$ cat src/rtl/wb_port_arbiter_if.sv
// Writeback port bundle between the two writeback requesters and the register-file write arbiter.
// The master side drives the requests; the slave side is the arbiter.
interface wb_port_arbiter_if #(
   parameter int unsigned DATA_W = 32,
   parameter int unsigned ADDR_W = 5,
   parameter int unsigned CNT_W  = 8
) ();
   logic              stall_i;
   logic              req0_valid_i;
   logic [ADDR_W-1:0] req0_addr_i;
   logic [DATA_W-1:0] req0_data_i;
   logic              req0_ready_o;
   logic              req1_valid_i;
   logic [ADDR_W-1:0] req1_addr_i;
   logic [DATA_W-1:0] req1_data_i;
   logic              req1_ready_o;
   logic              sel_o;
   logic              wr_en_o;
   logic [ADDR_W-1:0] wr_addr_o;
   logic [DATA_W-1:0] wr_data_o;
   logic [CNT_W-1:0]  conflict_cnt_o;

   modport master (
      output stall_i,
      output req0_valid_i, req0_addr_i, req0_data_i,
      output req1_valid_i, req1_addr_i, req1_data_i,
      input  req0_ready_o, req1_ready_o,
      input  sel_o, wr_en_o, wr_addr_o, wr_data_o, conflict_cnt_o
   );

   modport slave (
      input  stall_i,
      input  req0_valid_i, req0_addr_i, req0_data_i,
      input  req1_valid_i, req1_addr_i, req1_data_i,
      output req0_ready_o, req1_ready_o,
      output sel_o, wr_en_o, wr_addr_o, wr_data_o, conflict_cnt_o
   );
endinterface

$ cat src/rtl/wb_port_arbiter.sv
// Round-robin arbiter sharing the register-file write port between ALU (req0) and load (req1)
// writebacks; registers the winning write and counts conflict cycles for perf debug.
module wb_port_arbiter #(
   parameter int unsigned DATA_W = 32,
   parameter int unsigned ADDR_W = 5,
   parameter int unsigned CNT_W  = 8
) (
   input logic             clk_i,
   input logic             rst_i,
   wb_port_arbiter_if.slave bus
);
   localparam logic [CNT_W-1:0] CNT_MAX = '1;

   logic              last_grant_r;
   logic              sel_r;
   logic              wr_en_r;
   logic [ADDR_W-1:0] wr_addr_r;
   logic [DATA_W-1:0] wr_data_r;
   logic [CNT_W-1:0]  conflict_cnt_r;

   logic              gnt_valid;
   logic              gnt_idx;
   logic [ADDR_W-1:0] gnt_addr;
   logic [DATA_W-1:0] gnt_data;
   logic              conflict;

   // Grant decision depends only on valids, stall and the previous winner.
   always_comb begin
      gnt_valid = 1'b0;
      gnt_idx   = 1'b0;
      if (!bus.stall_i) begin
         unique case ({bus.req1_valid_i, bus.req0_valid_i})
            2'b01:   begin gnt_valid = 1'b1; gnt_idx = 1'b0;          end
            2'b10:   begin gnt_valid = 1'b1; gnt_idx = 1'b1;          end
            2'b11:   begin gnt_valid = 1'b1; gnt_idx = ~last_grant_r; end
            default: begin gnt_valid = 1'b0; gnt_idx = 1'b0;          end
         endcase
      end
   end

   assign gnt_addr = gnt_idx ? bus.req1_addr_i : bus.req0_addr_i;
   assign gnt_data = gnt_idx ? bus.req1_data_i : bus.req0_data_i;
   assign conflict = bus.req0_valid_i & bus.req1_valid_i & ~bus.stall_i;

   always_ff @(posedge clk_i or negedge rst_i) begin
      if (!rst_i) begin
         last_grant_r   <= 1'b1;
         sel_r          <= 1'b0;
         wr_en_r        <= 1'b0;
         wr_addr_r      <= '0;
         wr_data_r      <= '0;
         conflict_cnt_r <= '0;
      end else begin
         wr_en_r <= 1'b0;
         if (gnt_valid) begin
            sel_r        <= gnt_idx;
            wr_addr_r    <= gnt_addr;
            wr_data_r    <= gnt_data;
            // Register $0 is hardwired: accept the request but suppress the write.
            wr_en_r      <= (gnt_addr != '0);
            last_grant_r <= gnt_idx;
         end
         if (conflict && (conflict_cnt_r != CNT_MAX)) begin
            conflict_cnt_r <= conflict_cnt_r + CNT_W'(1);
         end
      end
   end

   assign bus.req0_ready_o   = gnt_valid & ~gnt_idx;
   assign bus.req1_ready_o   = gnt_valid &  gnt_idx;
   assign bus.sel_o          = sel_r;
   assign bus.wr_en_o        = wr_en_r;
   assign bus.wr_addr_o      = wr_addr_r;
   assign bus.wr_data_o      = wr_data_r;
   assign bus.conflict_cnt_o = conflict_cnt_r;
endmodule

$ cat src/flat_wrapper.sv
// flat-port wrapper written by rule: the top's interface ports become plain ports
module wb_port_arbiter_flat 
#(
   parameter int unsigned DATA_W = 32,
   parameter int unsigned ADDR_W = 5,
   parameter int unsigned CNT_W  = 8
)
  (clk_i, rst_i, bus_stall_i, bus_req0_valid_i, bus_req0_addr_i, bus_req0_data_i, bus_req1_valid_i, bus_req1_addr_i, bus_req1_data_i, bus_req0_ready_o, bus_req1_ready_o, bus_sel_o, bus_wr_en_o, bus_wr_addr_o, bus_wr_data_o, bus_conflict_cnt_o);
  wb_port_arbiter_if #(.DATA_W(DATA_W), .ADDR_W(ADDR_W), .CNT_W(CNT_W)) bus_i ();
  input logic clk_i;
  input logic rst_i;
  input wire logic [$bits(bus_i.stall_i)-1:0] bus_stall_i;
  input wire logic [$bits(bus_i.req0_valid_i)-1:0] bus_req0_valid_i;
  input wire logic [$bits(bus_i.req0_addr_i)-1:0] bus_req0_addr_i;
  input wire logic [$bits(bus_i.req0_data_i)-1:0] bus_req0_data_i;
  input wire logic [$bits(bus_i.req1_valid_i)-1:0] bus_req1_valid_i;
  input wire logic [$bits(bus_i.req1_addr_i)-1:0] bus_req1_addr_i;
  input wire logic [$bits(bus_i.req1_data_i)-1:0] bus_req1_data_i;
  output wire logic [$bits(bus_i.req0_ready_o)-1:0] bus_req0_ready_o;
  output wire logic [$bits(bus_i.req1_ready_o)-1:0] bus_req1_ready_o;
  output wire logic [$bits(bus_i.sel_o)-1:0] bus_sel_o;
  output wire logic [$bits(bus_i.wr_en_o)-1:0] bus_wr_en_o;
  output wire logic [$bits(bus_i.wr_addr_o)-1:0] bus_wr_addr_o;
  output wire logic [$bits(bus_i.wr_data_o)-1:0] bus_wr_data_o;
  output wire logic [$bits(bus_i.conflict_cnt_o)-1:0] bus_conflict_cnt_o;
  assign bus_i.stall_i = bus_stall_i;
  assign bus_i.req0_valid_i = bus_req0_valid_i;
  assign bus_i.req0_addr_i = bus_req0_addr_i;
  assign bus_i.req0_data_i = bus_req0_data_i;
  assign bus_i.req1_valid_i = bus_req1_valid_i;
  assign bus_i.req1_addr_i = bus_req1_addr_i;
  assign bus_i.req1_data_i = bus_req1_data_i;
  assign bus_req0_ready_o = bus_i.req0_ready_o;
  assign bus_req1_ready_o = bus_i.req1_ready_o;
  assign bus_sel_o = bus_i.sel_o;
  assign bus_wr_en_o = bus_i.wr_en_o;
  assign bus_wr_addr_o = bus_i.wr_addr_o;
  assign bus_wr_data_o = bus_i.wr_data_o;
  assign bus_conflict_cnt_o = bus_i.conflict_cnt_o;
  wb_port_arbiter #(.DATA_W(DATA_W), .ADDR_W(ADDR_W), .CNT_W(CNT_W)) u_core (.clk_i(clk_i), .rst_i(rst_i), .bus(bus_i));
endmodule
$ cat config.mk
export PLATFORM = sky130hd
export DESIGN_NAME = wb_port_arbiter_flat
export DESIGN_NICKNAME = d
export VERILOG_FILES = /design/src/rtl/wb_port_arbiter_if.sv /design/src/rtl/wb_port_arbiter.sv /design/src/flat_wrapper.sv
export SDC_FILE = /design/constraint.sdc
export NUM_CORES = 1
export LEC_CHECK = 0
export BUFFER_PORTS_ARGS = -buffer_cell sky130_fd_sc_hd__buf_2
export CAP_MARGIN = 0
export CORE_MARGIN = 2
export CORE_UTILIZATION = 40
export CTS_BUF_LIST = sky130_fd_sc_hd__clkbuf_8 sky130_fd_sc_hd__clkbuf_16
export DETAILED_ROUTE_END_ITERATION = 10
export PLACE_DENSITY = 0.79
export SYNTH_ARGS = -nofsm -noshare
export SYNTH_HDL_FRONTEND = slang
export SYNTH_SLANG_ARGS = --single-unit
$ cat constraint.sdc
create_clock -name clk_i -period 1.5 [get_ports clk_i]
set_input_delay 0.075 -clock clk_i [delete_from_list [all_inputs] [get_ports clk_i]]
set_output_delay 0.075 -clock clk_i [all_outputs]
set_load 0.05 [all_outputs]
==> flow_summary.yaml <==
finish:
  diodes: 0
  final_util_pct: 59.3
  drive_above_1_share_pct: 47.5
  area_growth_pct: 41.7
  layout.nets: 433
  layoutNonFillerInstCount: 426
place:
  place_inst: 411
  place.gp.congestion: 0.803
  portBuffers: 127
  hpwl_mm: 4.21
timing:
  period_minus_slack_ps: 1500
  layout_setup_ws_ps: -0.113
  setup-tns-final_ps: -0.113
  maxSlewViolCount: 0
  maxSlewHeadroom_pct: 73.9
  rsz0062_at_grt: "yes"
  finalClockSkew_ps: 2.61
  hold_viol: 0
  tightest_slew_ps: 392
  finalCritPeriodShare_pct: 100
  max_freq_ghz: 0.667
  setup-violations-final: 1
clocking:
  cts_tree: "built"
  clock_path_buffers: 2
  clk_latency_ps: 290
  path_clk_slew_ps: 80
  cts_buffers: 5
  cts-root-buf: "clkbuf_8"
  clock_sinks: 48
  h-tree-depth: 2
yosys:
  synth_area_per_cell_um2: 10.7
  netlist_area_um2: 2330
  postSynthCellCount: 218
  synthMuxAreaShare_pct: 16.9
  synth_nets: 298
  synthSimpleGateAreaFrac_pct: 12.4
  synth-edff-count: 0
  synth-xor-area-share_pct: 0.750
  ys_warn_count: 0
  synthFlopType: "dfrtp_1"
  async_reset_ff_share_pct: 100
  synth_top_family_by_area: "multiplexers"
  synth-seq-cells: 48
  synth_seq_area_share_pct: 51.5
  synth-adder-area-share_pct: 0.536
  synth_compound_area_share_pct: 11.4
  yosysUniqueCellTypes: 29
floorplan:
  coreArea_um2: 5570
  dieArea_um2: 6460
  start_util_pct: 41.9
  io_pins: 128
  rows: 27
  die_y_um: 80.4
  die_w_um: 80.4
routing:
  drt-total-wl_mm: 5.77
  drc: 0
  detail_route.wl_per_cell_um: 13.5
  drt_pass1_iterations: 4
  viasPerCell: 4.85
  vias: 2064
  first_iter_violations: 60
  ant_nets: 0
global_route:
  antenna_found_initial: 0
  grt_pass1_wl_mm: 8.76
  grt_use_total_pct: 17.3
  met3_usage_pct: 3.15
  grtUsageMet1_pct: 21.2
  grt_pass1_vias: 1936
  use_met2_pct: 30.5
  top_usage_layer: "met2"
  grt_overflow: 0
  grt_max_degree: 49
setup_path:
  crit_arrival_ps: 1670
  worstReg2RegStart: "u_core.last_grant_r$_DFFE_PN1P_"
  endpoint: "u_core.bus.wr_data_o[16]$_DFFE_PN0P_"
  r2r-end: "u_core.bus.wr_data_o[16]$_DFFE_PN0P_"
  critPathMaxFanout: 7
  cp-end-kind: "register"
  r2r.worst_path.cells: 6
  crit_path_start: "u_core.last_grant_r$_DFFE_PN1P_"
  worstPathRequired_ps: 1670
  crit_path_start_kind: "register"
  worstSetupPathType: "reg2reg"
  reg2reg_slack_ps: -0.1
flow_run:
  maxCapViolCount: 0
pwr:
  p_int_mw: 2.44
  switching_share_pct: 41.5
  p_per_area_nw_per_um2: 1260
  p_leak_nw: 1.80
  p_switching_mw: 1.73
  p_comb_share_pct: 40.2
  power_mw: 4.17
  ir_drop_uv: 953
  clock_power_share_pct: 19.4
  seq_power_share_pct: 40.3
run_status:
  violations: "negative setup slack"
  outcome: "finished with violations"
worst_hold_path:
  holdPathStages: 3
  hold_path_class: "in2reg"
-- layout by cell type, fill, tap and decap left out, drive strengths merged, types with 2 or more instances in the layout --
master and n:
inv 2, o21ai 37, xnor2 2, nand2 43
dfrtp 47, nor2 9, nand4 2, nand3 4
nand3b 2, nor3 4, a21oi 5, mux2i 38
buf 137, clkbuf 10
-- cells in the mapped netlist (2+ instances only) --
master	n	area, µm²
nand2_1	43	161
nand3_1	2	10.0
nand3b_1	2	15.0
mux2i_1	38	380
buf_12	4	80.1
a21oi_1	5	25.0
nor3_1	4	20.0
buf_2	3	15.0
o21ai_1	37	185
dfrtp_1	47	1180
nand4_1	2	12.5
nor2_1	9	33.8
clkbuf_1	4	15.0
xnor2_1	2	17.5
nand3_2	2	20.0
-- worst max-delay path, stage by stage (launching register included) --
cell       delay (ps)
dfstp_2           540
nand2_1            50
nand3b_1          140
buf_6             190
clkbuf_16         170
mux2i_2           220
o21ai_1            80
-- metrics by stage --
| step | area, µm² | setup WS, ps | hold slack [ps] |
|---|---|---|---|
| finish | 3310 | -0.113 | 50.8 |
| global placement | 3060 | 23.8 | 10.1 |
| CTS | 3180 | 14.1 | 39.7 |
| floorplan | 2370 | -107 | -221 |
| global route | 3310 | -60.1 | 45.9 |
| detailed placement | 3060 | -12.2 | 18.6 |
-- kinds of logic (layout without fill, tap and decap cells) --
family | count (synthesis) | after routing
AOI/OAI and AO/OA | 47 | 47
buffers and inverters | 15 | 151
muxes | 39 | 39
xor gates and xnor gates | 2 | 2
DFF | 48 | 48
and+or+nand+nor | 66 | 66
adders and majority gates | 1 | 1
-- state kept, by name, summed over array words and instances, names as in the netlist --
register and cells:
u_core.bus.conflict_cnt_o 8, u_core.bus.wr_en_o 1, u_core.last_grant_r 1, u_core.bus.sel_o 1
u_core.bus.wr_addr_o 5, u_core.bus.wr_data_o 32
-- repair_timing --
item | CTS | global route
gates cloned | 0 | 4
buffers inserted | 1 | 1
endpoints found under the setup margin | 10 | 39
pin swaps | 0 | 1
gates resized for setup | 0 | 11
endpoints found under the hold margin | 15 | 0
hold buffers | 1 | 0
-- power groups by stage --
stage / Clock, mW / Combinational [mW] / Sequential (mW)
3_3_place_gp: 0 / 1.61 / 1.70
2_1_floorplan: 0 / 0.449 / 2.43
6_report: 0.810 / 1.68 / 1.68
4_1_cts: 0.855 / 1.64 / 1.69
5_1_grt: 0.904 / 1.80 / 1.72
3_5_place_dp: 0 / 1.64 / 1.71
-- worst min path at each step --
stage	from	to
2_1_floorplan	rst_i	u_core.bus.conflict_cnt_o[0]$_DFFE_PN0P_
3_3_place_gp	rst_i	u_core.bus.wr_data_o[18]$_DFFE_PN0P_
4_1_cts	bus_req1_data_i[23]	u_core.bus.wr_data_o[23]$_DFFE_PN0P_
6_report	bus_req1_data_i[3]	u_core.bus.wr_data_o[3]$_DFFE_PN0P_
3_5_place_dp	rst_i	u_core.bus.conflict_cnt_o[2]$_DFFE_PN0P_
5_1_grt	bus_req1_data_i[23]	u_core.bus.wr_data_o[23]$_DFFE_PN0P_
-- per-layer routing --
layer / up-vias / share of wire (%) / wire, µm
met3: 4 / 7.4 / 425
li1: 1024 / - / -
met5: - / 0 / 0
met1: 944 / 43 / 2490
met2: 92 / 49 / 2810
met4: 0 / 0.80 / 46
-- area by class of cell --
class                   instances  area [µm²]
fillers                       488        2270
flip-flops and latches         48        1210
multi-input cells             155        1040
repair buffers                141         847
clock buffers                   7        96.3
well taps                      72        90.1
inverters                       2        21.3
clock inverters                 1        3.75
Note: power is estimated with default switching activity, not from simulation.
